--- config.mk ---
export PLATFORM = sky130hd
export DESIGN_NAME = id_ex_stage
export DESIGN_NICKNAME = d
export VERILOG_FILES = /design/src/rtl/id_ex_stage.sv
export SDC_FILE = /design/constraint.sdc
export NUM_CORES = 1
export LEC_CHECK = 0
export CORE_AREA = 5 5 147 219
export DETAILED_ROUTE_END_ITERATION = 8
export DIE_AREA = 0 0 152 224
export PLACE_DENSITY = 0.62
export SETUP_SLACK_MARGIN = 0.05
export SYNTH_ARGS = -nofsm -noshare
export SYNTH_HDL_FRONTEND = slang
export SYNTH_SLANG_ARGS = --single-unit
--- constraint.sdc ---
create_clock -name clk -period 2.2 [get_ports clk]
set_clock_uncertainty 0.15 [all_clocks]
set_input_delay 0.44 -clock clk [delete_from_list [all_inputs] [get_ports clk]]
set_output_delay 0.44 -clock clk [all_outputs]
set_load 0.05 [all_outputs]
--- src/rtl/id_ex_stage.sv ---
// ID/EX pipeline register with operand forwarding and load-use hazard detection; 1-cycle decode-to-EX latency.
// Backpressure: hold_in freezes EX and stalls decode; a load-use hazard inserts one bubble; flush squashes the decode slot.
module id_ex_stage #(
    parameter int XLEN = 32
) (
    input  logic            clk,
    input  logic            rst_n,
    input  logic            id_valid,
    input  logic [XLEN-1:0] id_pc,
    input  logic [4:0]      id_rs1_addr,
    input  logic [4:0]      id_rs2_addr,
    input  logic [4:0]      id_rd_addr,
    input  logic [XLEN-1:0] id_rs1_data,
    input  logic [XLEN-1:0] id_rs2_data,
    input  logic [XLEN-1:0] id_imm,
    input  logic [3:0]      id_alu_sel,
    input  logic            id_src1_pc,
    input  logic            id_src2_imm,
    input  logic            id_reg_we,
    input  logic            id_mem_rd,
    input  logic            id_mem_wr,
    input  logic [XLEN-1:0] ex_alu_result,
    input  logic [4:0]      mem_rd_addr,
    input  logic            mem_reg_we,
    input  logic [XLEN-1:0] mem_data,
    input  logic [4:0]      wb_rd_addr,
    input  logic            wb_reg_we,
    input  logic [XLEN-1:0] wb_data,
    input  logic            hold_in,
    input  logic            flush,
    output logic            ex_valid,
    output logic [XLEN-1:0] ex_pc,
    output logic [XLEN-1:0] ex_i_1,
    output logic [XLEN-1:0] ex_i_2,
    output logic [3:0]      ex_alu_sel,
    output logic [XLEN-1:0] ex_store_data,
    output logic [4:0]      ex_rd_addr,
    output logic            ex_reg_we,
    output logic            ex_mem_rd,
    output logic            ex_mem_wr,
    output logic            stall_id
);

    logic            ex_valid_q, ex_valid_d;
    logic [XLEN-1:0] ex_pc_q, ex_pc_d;
    logic [XLEN-1:0] ex_i_1_q, ex_i_1_d;
    logic [XLEN-1:0] ex_i_2_q, ex_i_2_d;
    logic [3:0]      ex_alu_sel_q, ex_alu_sel_d;
    logic [XLEN-1:0] ex_store_data_q, ex_store_data_d;
    logic [4:0]      ex_rd_addr_q, ex_rd_addr_d;
    logic            ex_reg_we_q, ex_reg_we_d;
    logic            ex_mem_rd_q, ex_mem_rd_d;
    logic            ex_mem_wr_q, ex_mem_wr_d;

    logic            ex_fwd_ok;
    logic            load_use;
    logic [XLEN-1:0] fwd_rs1;
    logic [XLEN-1:0] fwd_rs2;

    function automatic logic [XLEN-1:0] fwd_sel(
        input logic [4:0]      addr,
        input logic [XLEN-1:0] rf_dat,
        input logic            ex_ok,
        input logic [4:0]      ex_rd,
        input logic [XLEN-1:0] ex_res,
        input logic            m_we,
        input logic [4:0]      m_rd,
        input logic [XLEN-1:0] m_dat,
        input logic            w_we,
        input logic [4:0]      w_rd,
        input logic [XLEN-1:0] w_dat
    );
        logic [XLEN-1:0] r;
        if (addr == 5'd0)                    r = '0;
        else if (ex_ok && (ex_rd == addr))   r = ex_res;
        else if (m_we && (m_rd == addr))     r = m_dat;
        else if (w_we && (w_rd == addr))     r = w_dat;
        else                                 r = rf_dat;
        return r;
    endfunction

    // A load in EX has no result yet, so it never forwards; the hazard logic covers it.
    assign ex_fwd_ok = ex_valid_q & ex_reg_we_q & ~ex_mem_rd_q;

    assign fwd_rs1 = fwd_sel(id_rs1_addr, id_rs1_data, ex_fwd_ok, ex_rd_addr_q, ex_alu_result,
                             mem_reg_we, mem_rd_addr, mem_data, wb_reg_we, wb_rd_addr, wb_data);
    assign fwd_rs2 = fwd_sel(id_rs2_addr, id_rs2_data, ex_fwd_ok, ex_rd_addr_q, ex_alu_result,
                             mem_reg_we, mem_rd_addr, mem_data, wb_reg_we, wb_rd_addr, wb_data);

    assign load_use = ex_valid_q & ex_mem_rd_q & (ex_rd_addr_q != 5'd0) & id_valid &
                      ((ex_rd_addr_q == id_rs1_addr) |
                       ((ex_rd_addr_q == id_rs2_addr) & (~id_src2_imm | id_mem_wr)));

    assign stall_id = rst_n & ~flush & (hold_in | load_use);

    always_comb begin
        ex_valid_d      = ex_valid_q;
        ex_pc_d         = ex_pc_q;
        ex_i_1_d        = ex_i_1_q;
        ex_i_2_d        = ex_i_2_q;
        ex_alu_sel_d    = ex_alu_sel_q;
        ex_store_data_d = ex_store_data_q;
        ex_rd_addr_d    = ex_rd_addr_q;
        ex_reg_we_d     = ex_reg_we_q;
        ex_mem_rd_d     = ex_mem_rd_q;
        ex_mem_wr_d     = ex_mem_wr_q;
        if (flush || !hold_in) begin
            // Datapath always follows decode; only valid and control distinguish a bubble.
            ex_pc_d         = id_pc;
            ex_i_1_d        = id_src1_pc ? id_pc : fwd_rs1;
            ex_i_2_d        = id_src2_imm ? id_imm : fwd_rs2;
            ex_alu_sel_d    = id_alu_sel;
            ex_store_data_d = fwd_rs2;
            ex_rd_addr_d    = id_rd_addr;
            if (flush || load_use || !id_valid) begin
                ex_valid_d  = 1'b0;
                ex_reg_we_d = 1'b0;
                ex_mem_rd_d = 1'b0;
                ex_mem_wr_d = 1'b0;
            end else begin
                ex_valid_d  = 1'b1;
                ex_reg_we_d = id_reg_we;
                ex_mem_rd_d = id_mem_rd;
                ex_mem_wr_d = id_mem_wr;
            end
        end
    end

    always_ff @(posedge clk) begin
        if (!rst_n) begin
            ex_valid_q      <= 1'b0;
            ex_pc_q         <= '0;
            ex_i_1_q        <= '0;
            ex_i_2_q        <= '0;
            ex_alu_sel_q    <= 4'b0000;
            ex_store_data_q <= '0;
            ex_rd_addr_q    <= 5'd0;
            ex_reg_we_q     <= 1'b0;
            ex_mem_rd_q     <= 1'b0;
            ex_mem_wr_q     <= 1'b0;
        end else begin
            ex_valid_q      <= ex_valid_d;
            ex_pc_q         <= ex_pc_d;
            ex_i_1_q        <= ex_i_1_d;
            ex_i_2_q        <= ex_i_2_d;
            ex_alu_sel_q    <= ex_alu_sel_d;
            ex_store_data_q <= ex_store_data_d;
            ex_rd_addr_q    <= ex_rd_addr_d;
            ex_reg_we_q     <= ex_reg_we_d;
            ex_mem_rd_q     <= ex_mem_rd_d;
            ex_mem_wr_q     <= ex_mem_wr_d;
        end
    end

    assign ex_valid      = ex_valid_q;
    assign ex_pc         = ex_pc_q;
    assign ex_i_1        = ex_i_1_q;
    assign ex_i_2        = ex_i_2_q;
    assign ex_alu_sel    = ex_alu_sel_q;
    assign ex_store_data = ex_store_data_q;
    assign ex_rd_addr    = ex_rd_addr_q;
    assign ex_reg_we     = ex_reg_we_q;
    assign ex_mem_rd     = ex_mem_rd_q;
    assign ex_mem_wr     = ex_mem_wr_q;

endmodule

==> summary.md <==
| Metric | Value |
|---|---|
| Status | `finished with violations` |
| Violated checks | `setup timing` |
| EDFF count, synth | `0` |
| Port Buffers | `406` |
| First-pass GRT wire length | `73.1 mm` |
| TNS Setup | `-200 ps` |
| Synth Area in Adders | `0%` |
| Worst-path clk slew | `60 ps` |
| LEAKAGE | `5.71 nW` |
| Synth Area in Compound Gates | `38.5%` |
| Number of DRC markers in iteration 0 | `940` |
| CTS tree | `yes` |
| Relative slew slack | `50.5%` |
| DIE HEIGHT | `224 um` |
| GRT met2 Usage | `48.7%` |
| Xor-xnor portion of the synthesized cell area | `2.95%` |
| Die W | `152 um` |
| Tot GR Track Use | `27.8%` |
| Routed WL per cell | `25.3 um` |
| Core ar. | `0.0301 mm^2` |
| Vias in the first global route | `11700` |
| Synth Instances | `1179` |
| Grt ovf | `0` |
| Hpwl dp | `35.8 mm` |
| CTS buffer count | `17` |
| CP Capture Type | `primary output` |
| CP Class | `in2out` |
| Delay-heaviest family, CP | `buffers and inverters` |
| Number of I/O pins | `407` |
| Clock tree buffer depth | `2` |
| Seq/Total Area, Yosys | `30.9%` |
| Post-Synth Simple-Gate Area | `19.7%` |
| Via Count | `11500` |
| Final Hold Viols | `0` |
| Post-route setup slack | `-200 ps` |
| Layout fillers | `3009` |
| Number of remaining DRC errors | `0` |
| Worst skew pair latency | `450 ps` |
| Max-slew violations | `0` |
| Final wirelength | `50.1 mm` |
| Area grow syn2layout | `60.9%` |
| CP Cell Sequence | `dlygate4sd2_1 > xnor2_2 > nand2_2 > o22ai_2 > a21oi_2 > nor3b_4 > buf_12` |
| Number of antenna violations at the first check in global routing | `5` |
| Post-route ant nets | `0` |
| Syn nets | `1444` |
| GR met3 Demand/Resource | `5.68%` |
| Measured slew at the worst slew-check pin | `741 ps` |
| FMAX | `417 MHz` |
| Initial Util | `30.4%` |
| Worst Path Required | `1610 ps` |
| Placer Congestion | `0.893` |
| CTS Sinks | `141` |
| # setup viols final | `1` |
| Die area | `0.0340 mm^2` |
| Hold Crit Start | `rst_n` |
| Share of cells above drive strength 1 | `16.6%` |
| Dominant synthesized flop cell | `dfxtp_1` |
| Largest family of logic cells by synthesized area | `compound AO/OA/AOI/OAI gates` |
| Detailed Routing Iterations Pass 1 | `5` |
| H-tree depth | `4` |
| Max incr delay on CP | `410 ps` |
| Unrepaired setup endpoints after global routing | `yes` |
| Yosys Warn Count | `0` |
| Maxcap violations | `0` |
| Crit path from | `id_rs1_addr[0]` |
| Peak VDD IR | `0.527 mV` |
| Distinct cells, synth | `52` |
| Root Driver | `clkbuf_16` |
| Crit path launch type | `input port` |
| CP max-delay cell | `dlygate4sd2_1` |
| Mean post-synth cell area | `7.76 um^2` |
| Nets | `1827` |
| Worst hold path type | `in2reg` |
| Via density | `5.80` |
| GR met1 Demand/Resource | `31.8%` |
| Mux cell area share after synthesis | `0%` |
| Asr flop ratio synth | `0%` |
| Synthesized area | `0.00915 mm^2` |
| Final period util | `109%` |
| Final Power | `8.56 mW` |
| FF+latch count, synth | `141` |
| Std-Cell Rows | `78` |
| Pin count of the biggest net entering global routing | `61` |
| Fin crit period | `2400 ps` |
| Reg-to-reg startpoint | `ex_rd_addr[4]` |
| CP bufs+invs | `2` |
| Critical Path AT | `1810 ps` |
| Pwr/cell area | `581 mW/mm^2` |
| Crit Path Max Fanout | `4` |
| Busiest grt layer | `met2` |
-- layout by cell type (no fill, tap or decap), drive strengths merged, types with 2 or more instances in the layout --
master         Yosys  routed
o211ai            32      32
o22ai             21      21
dlygate4sd2        0     115
a32oi             32      32
xor2               7       7
o21ai            128     128
or3                2       2
nor4              33      33
buf               43     129
o32ai             13      13
or2                3       3
dfxtp            141     141
a21boi            41      41
nand3b             2       2
o2111ai           32      32
nand4              2       2
o221ai            19      19
a221oi            32      32
o21a              32      32
a32o               3       3
xnor2             23      23
nand2b            34      34
nor2              80      81
a21oi              4       4
diode              0       6
nand2            151     151
nor3               8       8
a211oi            63      63
clkdlybuf4s50      0     247
inv               34      35
clkinv             0       4
clkbuf            88      25
nand3             65      65
-- area by class of cell --
class / count / area (um^2) / area share, %
Sequential cell: 141 / 2840 / 19.3
Clock inverter: 6 / 37.5 / 0.255
Tap cell: 400 / 500 / 3.40
Antenna cell: 6 / 15.0 / 0.102
Multi-Input combinational cell: 874 / 5880 / 40.0
Clock buffer: 24 / 482 / 3.27
Timing Repair Buffer: 494 / 4830 / 32.8
Inverter: 34 / 128 / 0.867
-- flip-flops by register name, summed over array words and instances, names as in the netlist --
| register | count |
|---|---|
| ex_alu_sel | 4 |
| ex_i_1 | 32 |
| ex_i_2 | 32 |
| ex_mem_rd | 1 |
| ex_mem_wr | 1 |
| ex_pc | 32 |
| ex_rd_addr | 5 |
| ex_reg_we | 1 |
| ex_store_data | 32 |
| ex_valid | 1 |
-- synth_stat cells, types with 10 or more instances --
master | instances | area share [%]
a221oi_1 | 32 | 3.1
o22ai_1 | 21 | 1.4
nand2b_1 | 34 | 2.3
a211oi_1 | 23 | 1.9
nor2_1 | 76 | 3.1
o21ai_0 | 64 | 3.5
buf_2 | 26 | 1.4
clkbuf_1 | 88 | 3.6
a211oi_2 | 40 | 5.5
nand2_1 | 150 | 6.2
o2111ai_1 | 32 | 3.1
o21a_1 | 32 | 2.6
nor4_1 | 32 | 2.2
dfxtp_1 | 141 | 31
xnor2_1 | 22 | 2.1
nand3_1 | 64 | 3.5
o21ai_1 | 64 | 3.5
a21boi_0 | 41 | 3.4
o221ai_1 | 19 | 1.8
inv_1 | 34 | 1.4
o211ai_1 | 32 | 2.6
o32ai_2 | 10 | 1.8
a32oi_1 | 32 | 3.1
-- cell families after synthesis --
group / after synthesis
compound gates: 456
xor+xnor: 30
simple gates: 387
flops: 141
buf+inv: 165
-- path summary, 6_finish.rpt --
path / cells past startpoint / slack (ps) / to
worst max register to register: 9 / 160 / ex_store_data[12]
worst max-delay path: 7 / -200 / stall_id
worst min-delay path: 2 / 160 / ex_rd_addr[4]
worst min register to register: 2 / 310 / ex_pc[9]
-- worst reg2reg max path, cell delays in order, from the launching register on --
cell	delay [ps]
dfxtp_4	370
xnor2_1	180
nand3_2	130
buf_4	170
buf_4	140
buf_8	210
nor2_4	190
buf_4	220
a32oi_1	120
o21ai_1	110
-- through the flow --
stage	util, %	instances	setup slack, ps	cell area, um^2	hold WS (ps)
finish	49.0	1979	-200	14700	163
global route	49.0	1978	-272	14700	157
CTS	48.5	1971	-190	14600	148
detailed placement	46.8	1938	-602	14100	306
global placement	46.8	1938	-597	14100	297
floorplan	-	1179	39.2	9200	414
-- power breakdown --
part	switching [mW]	total, mW	internal (mW)
clock network	1.20	2.71	1.51
registers	0.134	2.90	2.76
logic	1.80	2.95	1.15
total	3.13	8.56	5.42
-- per-layer routing --
layer / vias up / routed length (um)
met1: 5449 / 18900
li1: 5192 / -
met3: 140 / 3780
met2: 699 / 25000
met5: - / 0
met4: 0 / 2410
-- repair_timing --
item,4_1_cts,5_1_grt
endpoints found under the setup margin,202,72
cloned,0,1
pin swaps,9,10
gates resized for setup,135,25
hold buffers,0,0
buffers inserted,3,1
Note: power is estimated with default switching activity, not from simulation.
